`src/rtl/uart_tx_scheduler.sv`:
```
// Round-robin arbiter that shares one UART transmitter between NUM_REQ byte producers,
// timing each frame and the idle gap after it from baud_tick pulses.

module uart_tx_sched_lane #(
    parameter int IDX  = 0,
    parameter int ID_W = 2
) (
    input  logic            req,
    input  logic [ID_W-1:0] last,
    output logic            req_hi
);
    // Requests strictly above the last winner get first pick; the rest wrap around.
    assign req_hi = req && (ID_W'(IDX) > last);
endmodule

module uart_tx_scheduler #(
    parameter int NUM_REQ    = 4,
    parameter int ID_W       = 2,
    parameter int FRAME_BITS = 10,
    parameter int GAP_BITS   = 2
) (
    input  logic                 clk,
    input  logic                 rst,
    input  logic                 baud_tick,
    input  logic [NUM_REQ-1:0]   req,
    input  logic [8*NUM_REQ-1:0] req_data,
    output logic [NUM_REQ-1:0]   grant,
    output logic                 tx_start,
    output logic [7:0]           tx_data,
    output logic                 busy,
    output logic [ID_W-1:0]      cur_id
);
    localparam int MAX_BITS = (FRAME_BITS > GAP_BITS) ? FRAME_BITS : GAP_BITS;
    localparam int CNT_W    = $clog2(MAX_BITS + 1);

    typedef enum logic [1:0] {S_IDLE, S_SEND, S_GAP} state_t;

    state_t                    state;
    logic [CNT_W-1:0]          bit_cnt;
    logic [ID_W-1:0]           last;
    logic [NUM_REQ-1:0][7:0]   req_bytes;
    logic [NUM_REQ-1:0]        req_hi;
    logic [ID_W-1:0]           win_hi, win_lo, win;
    logic                      any_hi;

    assign req_bytes = req_data;

    for (genvar i = 0; i < NUM_REQ; i++) begin : g_lane
        uart_tx_sched_lane #(.IDX(i), .ID_W(ID_W)) u_lane (
            .req    (req[i]),
            .last   (last),
            .req_hi (req_hi[i])
        );
    end

    // Lowest index above last wins; otherwise lowest index overall (wrap).
    always_comb begin
        win_hi = '0;
        win_lo = '0;
        any_hi = 1'b0;
        for (int i = NUM_REQ - 1; i >= 0; i--) begin
            if (req_hi[i]) begin
                win_hi = ID_W'(i);
                any_hi = 1'b1;
            end
            if (req[i]) win_lo = ID_W'(i);
        end
        win = any_hi ? win_hi : win_lo;
    end

    always_ff @(posedge clk) begin
        if (rst) begin
            state    <= S_IDLE;
            bit_cnt  <= '0;
            last     <= ID_W'(NUM_REQ - 1);
            grant    <= '0;
            tx_start <= 1'b0;
            tx_data  <= 8'h00;
            busy     <= 1'b0;
            cur_id   <= '0;
        end else begin
            grant <= '0;
            case (state)
                S_IDLE: begin
                    if (|req) begin
                        grant    <= NUM_REQ'(1) << win;
                        tx_data  <= req_bytes[win];
                        cur_id   <= win;
                        last     <= win;
                        tx_start <= 1'b1;
                        busy     <= 1'b1;
                        bit_cnt  <= '0;
                        state    <= S_SEND;
                    end
                end
                S_SEND: begin
                    if (baud_tick) begin
                        if (bit_cnt == CNT_W'(FRAME_BITS - 1)) begin
                            tx_start <= 1'b0;
                            bit_cnt  <= '0;
                            state    <= S_GAP;
                        end else begin
                            bit_cnt <= bit_cnt + CNT_W'(1);
                        end
                    end
                end
                S_GAP: begin
                    if (baud_tick) begin
                        if (bit_cnt == CNT_W'(GAP_BITS - 1)) begin
                            busy    <= 1'b0;
                            bit_cnt <= '0;
                            state   <= S_IDLE;
                        end else begin
                            bit_cnt <= bit_cnt + CNT_W'(1);
                        end
                    end
                end
                default: state <= S_IDLE;
            endcase
        end
    end
endmodule
```
`config.mk`:
```
export PLATFORM = sky130hd
export DESIGN_NAME = uart_tx_scheduler
export DESIGN_NICKNAME = d
export VERILOG_FILES = /design/src/rtl/uart_tx_scheduler.sv
export SDC_FILE = /design/constraint.sdc
export NUM_CORES = 1
export LEC_CHECK = 0
export ABC_AREA = 1
export BUFFER_PORTS_ARGS = -buffer_cell sky130_fd_sc_hd__clkbuf_2
export CORE_MARGIN = 1.5
export CORE_UTILIZATION = 25
export CTS_CLUSTER_SIZE = 28
export DETAILED_ROUTE_END_ITERATION = 12
export PLACE_DENSITY = 0.47
export RECOVER_POWER = 50
export SLEW_MARGIN = 20
export SYNTH_ARGS = -nofsm -noshare
export SYNTH_HDL_FRONTEND = slang
export SYNTH_SLANG_ARGS = --single-unit
```
`constraint.sdc`:
```
create_clock -name clk -period 1.85 [get_ports clk]
set_input_delay 0.185 -clock clk [delete_from_list [all_inputs] [get_ports clk]]
set_output_delay 0.185 -clock clk [all_outputs]
set_load 0.1 [all_outputs]
```
==> impl_metrics.toml, run 1 <==
[outcome]
status = "completed"

[final_layout]
layout_common_cells = "clkbuf_2 (53), inv_1 (41), nand2_1 (36), nand3_1 (31), nor2_1 (30)"
post-route-cell-area_mm2 = 0.00185
num_antenna_cells = 0
syn_to_final_growth_pct = 24.6
final_common_cell = "clkbuf_2"
nNetsFinal = 327
layout-drive-gt1-share_pct = 26.5

[timing]
period_minus_slack_ns = 1.66
final.setup.worst_slack_ns = 0.193
period_share_pct = 89.6
tns_ns = 0
skew_ns = 0.00619
setup_viol = 0
rsz0062_at_grt = "no"
fmax_ghz = 0.604
slew_violations = 0
slew_headroom_pct = 23.1
hold_viol_final = 0
worstMarginPinSlew_ns = 1.16

[clock_tree]
cts_tree = "done"
ctsHoldBuffers = 0
post_cts.repair.setup_buffers = 0
h-tree-depth = 1
cts_made_buffers = 3
cts_resized = 0
cts-root-buf = "clkbuf_8"
clock_sinks = 24
cts_buffer_depth = 2
insertion_delay_ns = 0.26
cts.clk_slew.worst_paths_ns = 0.09

[global_routing]
grt_pass1_vias = 1435
grt_overflow = 0
grt_pass1_wl_um = 6400
antenna_found_initial = 0
grt_max_degree = 26
grt_util_all_layers_pct = 12.5

[worst_setup_path]
ff2ff_path_depth = 10
critPathTopFamily = "simple AND/OR/NAND/NOR gates"
worstPathArrival_ns = 1.81
crit_buf_inv = 3
crit_type = "flop to flop"
crit_chain = "inv_1, ha_1, inv_1, or2_2, nand2_1, nor2_1, nand2_1, inv_1, o21ai_0, nor2_1"
cpPeakStageDelay_ns = 0.34
crit_slowest_cell = "dfxtp_1"
start_kind = "flop"
worstPathMaxFanout = 5
cp.depth = 10
cp_data_required_time_ns = 2.01
crit_top_cell = "inv_1"
end_kind = "flop"

[worst_hold_path]
hold_depth = 3
min_path_type = "input pin to flop"

[die]
die_area_mm2 = 0.00642
start_util_pct = 26.5
core_mm2 = 0.00561
ios = 55
die_x_um = 80.1
dieHeight_um = 80.1
core.rowCount = 27

[pwr]
power_density_mw_per_mm2 = 1950
comb_power_share_pct = 68.3
total_power_w = 0.00362
p_leak_nw = 1.00
swShare_pct = 60.9
intPower_w = 0.00141
ir_drop_uv = 958
seq_power_share_pct = 23.3
pwr-share-clk_pct = 8.5
p_switching_w = 0.00220

[logic_synthesis]
synth.distinct_cells = 26
synth-seq-area-share_pct = 32.3
synthCells = 227
syn-num-nets = 273
ys_warn_count = 0
synth_seq_cells = 24
avgSynthCellArea_um2 = 6.55
syn_area_mm2 = 0.00149

[place]
routabilityCongestion = 0.787
placed_area_mm2 = 0.00181
post-place-ws_ns = 0.219
port_buffers = 54
place_hpwl_um = 2890

[route]
routed_wl_um = 3660
route.detailed.drc = 0
drt_iter0_markers = 30
wl_per_cell_um = 10.4
num_vias = 1472
ant_nets = 0
vias_per_cell = 4.19
firstDrtPassIters = 4

[flow_run]
drv_cap = 0
[path summary, 6_finish.rpt]
kind | start | to | slack [ns]
worst max-delay path | state[0] | bit_cnt[0] | 0.19
worst min-delay path | req_data[5] | tx_data[5] | 0.15
worst max register to register | state[0] | bit_cnt[0] | 0.19
worst min register to register | tx_start | tx_start | 0.45
[registers in the layout (all words and copies together) (netlist names)]
name,flops
cur_id,2
tx_data,8
grant,4
busy,1
bit_cnt,4
last,2
state,2
tx_start,1
[per-stage QoR]
step / instances / hold WS (ns) / util (%)
6_report: 351 / 0.153 / 33.0
4_1_cts: 351 / 0.142 / 33.0
3_3_place_gp: 348 / 0.418 / 32.3
3_5_place_dp: 348 / 0.420 / 32.3
2_1_floorplan: 227 / 0.323 / -
5_1_grt: 351 / 0.151 / 33.0
[synth_stat cells (all sizes together)]
master	instances	area share (%)
xor2	1	0.59
nand2	44	13
o21ai	13	5.1
dfxtp	24	32
nand3	31	10
o211ai	3	1.5
clkbuf	2	0.51
inv	45	11
buf	3	1.9
ha	7	5.9
nor2	33	9.2
a21oi	14	4.7
nor3	3	1.0
or2	1	0.42
o21bai	2	1.3
o211a	1	0.67
[cells by family (layout without fill, tap and decap cells)]
| kind of cell | Yosys count | count (layout) | share of synthesized area (%) |
|---|---|---|---|
| AO/OA/AOI/OAI | 33 | 33 | 13.3 |
| AND/OR/NAND/NOR | 112 | 112 | 34.2 |
| XOR/XNOR | 1 | 1 | 0.589 |
| buffers and inverters | 50 | 102 | 13.7 |
| adder cells (fa/ha/maj) | 7 | 7 | 5.89 |
| flip-flops | 24 | 24 | 32.3 |
[worst min-delay path: cells and delay by family]
family | cells | cell delay (ns)
AO/OA/AOI/OAI | 1 | 0.05
buffers and inverters | 1 | 0.08
AND/OR/NAND/NOR | 1 | 0.07
[final cells by class]
class / count / area, um^2
fillers: 669 / 3760
flip-flops and latches: 24 / 480
inverters: 45 / 169
multi-input cells: 153 / 802
clock buffers: 3 / 41.3
repair buffers: 54 / 269
well taps: 72 / 90.1
[routing by layer]
| metal | share of wire (%) | GRT usage, % | vias to the layer above | wire length, um |
|---|---|---|---|---|
| li1 | - | - | 812 | - |
| met1 | 51 | 17.2 | 613 | 1850 |
| met2 | 44 | 20.0 | 45 | 1590 |
| met3 | 5.6 | 2.39 | 2 | 205 |
| met4 | 0.27 | 3.10 | 0 | 10 |
| met5 | 0 | 0 | - | 0 |
[power by group through the flow]
stage | combinational, W | sequential, W | clock (W)
floorplan | 0.00114 | 0.00181 | 0
global placement | 0.00250 | 0.000852 | 0
detailed placement | 0.00249 | 0.000853 | 0
CTS | 0.00250 | 0.000842 | 0.000322
global route | 0.00271 | 0.000869 | 0.000346
finish | 0.00247 | 0.000841 | 0.000307
Note: power is estimated with default switching activity, not from simulation.
==> inputs of run 2 (changes only) <==
BUFFER_PORTS_ARGS = -buffer_cell sky130_fd_sc_hd__buf_4   (was -buffer_cell sky130_fd_sc_hd__clkbuf_2)
==> run 2 against run 1 <==
Critical path depth stayed put. Wire length is 0.14% higher. Utilization is 1.6 points higher. Power is 0.25% higher. First-iteration DRC count is 40% higher. Clock power hardly changed. Global-route usage is 0.098 points lower. Sequential share of layout area is 1.2 points lower. Final cell count stayed put. Largest cell class unchanged.
==> impl_metrics.toml, run 2 (same netlist as run 1, synthesis figures left out) <==
[timing]
fmax_ghz = 0.593
period_minus_slack_ns = 1.69
slew_violations = 0
rsz0062_at_grt = "no"
worstMarginPinSlew_ns = 0.552
slew_headroom_pct = 63.4
tns_ns = 0
skew_ns = 0.00541
hold_viol_final = 0
setup_viol = 0
period_share_pct = 91.2

[place]
place_hpwl_um = 2970
port_buffers = 54
routabilityCongestion = 0.785
dp_cells = 348

[route]
ant_nets = 0
route.detailed.drc = 0
firstDrtPassIters = 4
num_vias = 1490
drt_iter0_markers = 42
wl_per_cell_um = 10.4
vias_per_cell = 4.25
routed_wl_um = 3670

[worst_setup_path]
worstPathMaxFanout = 5
cpPeakStageDelay_ns = 0.34
crit_type = "flop to flop"
worstPathArrival_ns = 1.84
cp_data_required_time_ns = 2.00
end_kind = "flop"
start_kind = "flop"
crit_chain = "inv_1, ha_1, inv_1, or2_2, nand2_1, nor2_1, nand2_1, inv_1, o21ai_0, a21oi_1"
crit_slowest_cell = "dfxtp_1"
crit_top_cell = "inv_1"

[final_layout]
layout-drive-gt1-share_pct = 26.9
syn_to_final_growth_pct = 30.7
layout_common_cells = "inv_1 (41), buf_4 (38), nand2_1 (36), nand3_1 (31), nor2_1 (30)"
final_cells = 351
num_antenna_cells = 0
regMostFlops = "tx_data"
largest_reg_flops = 8
nNetsFinal = 327
final_common_cell = "inv_1"
top_regs = "tx_data: 8 flops, bit_cnt: 4 flops, grant: 4 flops"

[flow_run]
drv_cap = 0

[clock_tree]
cts_resized = 0
cts.clk_slew.worst_paths_ns = 0.09
cts-root-buf = "clkbuf_8"
post_cts.repair.setup_buffers = 0
cts_buffer_depth = 2
cts_made_buffers = 3
clock_sinks = 24
insertion_delay_ns = 0.26
ctsHoldBuffers = 0
cts_tree = "done"
h-tree-depth = 1

[global_routing]
grt_util_all_layers_pct = 12.4
grt_overflow = 0
grt_pass1_wl_um = 6330
grt_max_degree = 26
antenna_found_initial = 0
grt_pass1_vias = 1431

[die]
die_area_mm2 = 0.00642
dieHeight_um = 80.1
die_x_um = 80.1
start_util_pct = 26.5
ios = 55
core.rowCount = 27
core_mm2 = 0.00561

[outcome]
status = "completed"

[pwr]
power_density_mw_per_mm2 = 1870
ir_drop_uv = 776
p_leak_nw = 1.03

[worst_hold_path]
min_path_type = "input pin to flop"
-- run 2: cell count changes in the layout (fill, tap and decap cells not counted), sizes merged --
cell    change
buf        +37
clkbuf     -37
-- run 2: metal layers --
| metal | share of wire (%) | vias to the layer above | track usage [%] |
|---|---|---|---|
| li1 | - | 815 | - |
| met5 | 0 | - | 0 |
| met1 | 51 | 631 | 17.5 |
| met2 | 43 | 42 | 19.0 |
| met3 | 5.9 | 2 | 2.84 |
| met4 | 0.27 | 0 | 3.10 |
-- run 2: layout make-up --
cell class | count | area (um^2)
inverters | 45 | 169
fillers | 670 | 3660
multi-input cells | 153 | 797
repair buffers | 54 | 365
flip-flops and latches | 24 | 480
clock buffers | 3 | 41.3
well taps | 72 | 90.1
-- run 2: power by group --
group	leakage (nW)	switching [W]	internal (W)
Sequential	0.198	0.000119	0.000717
Clock	0.0216	0.000164	0.000146
Combinational	0.812	0.00191	0.000567
Total	1.03	0.00219	0.00143
-- run 2: final timing paths --
check,depth (start not counted),slack [ns],endpoint,from
max,10,0.16,bit_cnt[3],state[0]
min,3,0.15,tx_data[1],req_data[1]
max reg2reg,10,0.16,bit_cnt[3],state[0]
min reg2reg,2,0.45,tx_start,tx_start
-- run 2: stage by stage --
stage	hold slack [ns]	power [W]	setup slack (ns)	area [um^2]	util [%]
6_report	0.148	0.00363	0.163	1940	34.6
5_1_grt	0.154	0.00393	0.0111	1940	34.6
4_1_cts	0.140	0.00378	0.172	1990	35.5
3_5_place_dp	0.420	0.00345	0.194	1950	34.7
3_3_place_gp	0.413	0.00346	0.222	1950	34.7
2_1_floorplan	0.323	0.00295	0.384	1490	-
-- run 2: critical path: cells and delay by family, from the launching register on --
family / cells / cell delay (ns)
compound gates: 2 / 0.22
fa+ha+maj: 1 / 0.20
buf+inv: 3 / 0.29
flops: 1 / 0.34
simple gates: 4 / 0.52
==> inputs of run 3 (changes only) <==
CORE_ASPECT_RATIO = 1.5   (was not set)
==> run 3 against run 2 <==
Worst setup slack gained 0.063 ns. Count of clock-buffer cells in the layout unchanged. Worst hold slack lost 0.013 ns. Maximum frequency increased by 3.9%. Via count is 5.0% higher. Combinational power is 2% higher.
==> impl_metrics.toml, run 3 (same netlist as run 1, synthesis figures left out) <==
[die]
core_mm2 = 0.00579
die_area_mm2 = 0.00643
ios = 55
die_x_um = 66.0
dieHeight_um = 97.4
core.rowCount = 34
start_util_pct = 25.7

[clock_tree]
cts-root-buf = "clkbuf_8"
insertion_delay_ns = 0.27
cts.clk_slew.worst_paths_ns = 0.10
clock_sinks = 24
post_cts.repair.setup_buffers = 0
ctsHoldBuffers = 0
cts_tree = "done"
h-tree-depth = 1
cts_resized = 0
cts_buffer_depth = 2
cts_made_buffers = 3

[global_routing]
grt_pass1_wl_um = 6930
grt_overflow = 0
grt_pass1_vias = 1536
antenna_found_initial = 0
grt_max_degree = 26
grt_util_all_layers_pct = 13.5

[worst_setup_path]
crit_slowest_cell = "dfxtp_1"
crit_buf_inv = 3
crit_chain = "inv_1, ha_1, inv_1, or2_2, nand2_1, nor2_1, nand2_1, inv_1, o21ai_0, a21oi_1"
crit_top_cell = "inv_1"
critPathTopFamily = "simple AND/OR/NAND/NOR gates"
end_kind = "flop"
worstPathMaxFanout = 5
worstPathArrival_ns = 1.80
cpPeakStageDelay_ns = 0.34
crit_type = "flop to flop"
cp_data_required_time_ns = 2.02
start_kind = "flop"

[pwr]
p_leak_nw = 1.05
power_density_mw_per_mm2 = 1950
ir_drop_uv = 723

[timing]
setup_viol = 0
skew_ns = 0.00547
hold_viol_final = 0
slew_violations = 0
worstMarginPinSlew_ns = 0.555
period_share_pct = 87.8
slew_headroom_pct = 63.2
tns_ns = 0
fmax_ghz = 0.616
hold_slack_ns = 0.135
rsz0062_at_grt = "no"
period_minus_slack_ns = 1.62

[final_layout]
fillers = 695
layout_common_cells = "inv_1 (41), buf_4 (38), nand2_1 (36), nand3_1 (31), nor2_1 (30)"
regMostFlops = "tx_data"
utilization_pct = 34.2
regArea_um2 = 480
syn_to_final_growth_pct = 33.1
top_regs = "tx_data: 8 flops, bit_cnt: 4 flops, grant: 4 flops"
post-route-cell-area_mm2 = 0.00198
multi_input_area_um2 = 802
final_common_cell = "inv_1"
nNetsFinal = 327
num_antenna_cells = 0
layout-drive-gt1-share_pct = 27.1
final_cells = 352
largest_reg_flops = 8

[place]
place_hpwl_um = 3220
routabilityCongestion = 0.742
dp_cells = 348
placed_area_mm2 = 0.00195
port_buffers = 54

[route]
firstDrtPassIters = 4
route.detailed.drc = 0
routed_wl_um = 4150
wl_per_cell_um = 11.8
ant_nets = 0
vias_per_cell = 4.45
drt_iter0_markers = 47
num_vias = 1565

[worst_hold_path]
min_path_type = "input pin to flop"

[flow_run]
drv_cap = 0

[outcome]
status = "completed"
==> run 3: cell count changes in the layout (fill, tap and decap cells not counted) <==
cell / delta
bufinv_16: +1
nor2_4: +1
nor2_2: -1
==> run 3: metal layers <==
| metal | global-route usage [%] | part of all wire (%) | vias to the layer above |
|---|---|---|---|
| li1 | - | - | 815 |
| met1 | 15.6 | 41 | 718 |
| met2 | 25.6 | 55 | 30 |
| met3 | 1.62 | 3.6 | 2 |
| met4 | 2.83 | 0.41 | 0 |
| met5 | 0 | 0 | - |
==> run 3: worst paths after layout <==
| check | depth (start not counted) | from | end | slack [ns] |
|---|---|---|---|---|
| max | 10 | state[0] | bit_cnt[3] | 0.23 |
| min | 3 | req_data[1] | tx_data[1] | 0.13 |
| max reg2reg | 10 | state[0] | bit_cnt[3] | 0.23 |
| min reg2reg | 2 | tx_start | tx_start | 0.45 |
==> run 3: cell type report <==
class / count / share of cell area, %
clock buffers: 3 / 2.09
clock inverters: 1 / 1.52
inverters: 45 / 8.54
multi-input cells: 153 / 40.5
flip-flops and latches: 24 / 24.3
well taps: 72 / 4.55
repair buffers: 54 / 18.5
==> run 3: worst min-delay path, cell delays in order <==
cell     delay [ns]
buf_4          0.08
a21oi_1        0.05
nor2_1         0.07
==> run 3: metrics by stage <==
step | power (W) | setup slack, ns
after floorplan | 0.00295 | 0.384
after global placement | 0.00348 | 0.249
after detailed placement | 0.00349 | 0.226
after CTS | 0.00398 | 0.214
after global routing | 0.00416 | 0.00700
final | 0.00385 | 0.226
==> run 3: where the power goes <==
| part | total, W | switching [W] | leakage, nW | internal, W |
|---|---|---|---|---|
| logic | 0.00252 | 0.00195 | 0.813 | 0.000572 |
| registers | 0.000849 | 0.000132 | 0.198 | 0.000718 |
| clock network | 0.000479 | 0.000190 | 0.0357 | 0.000290 |
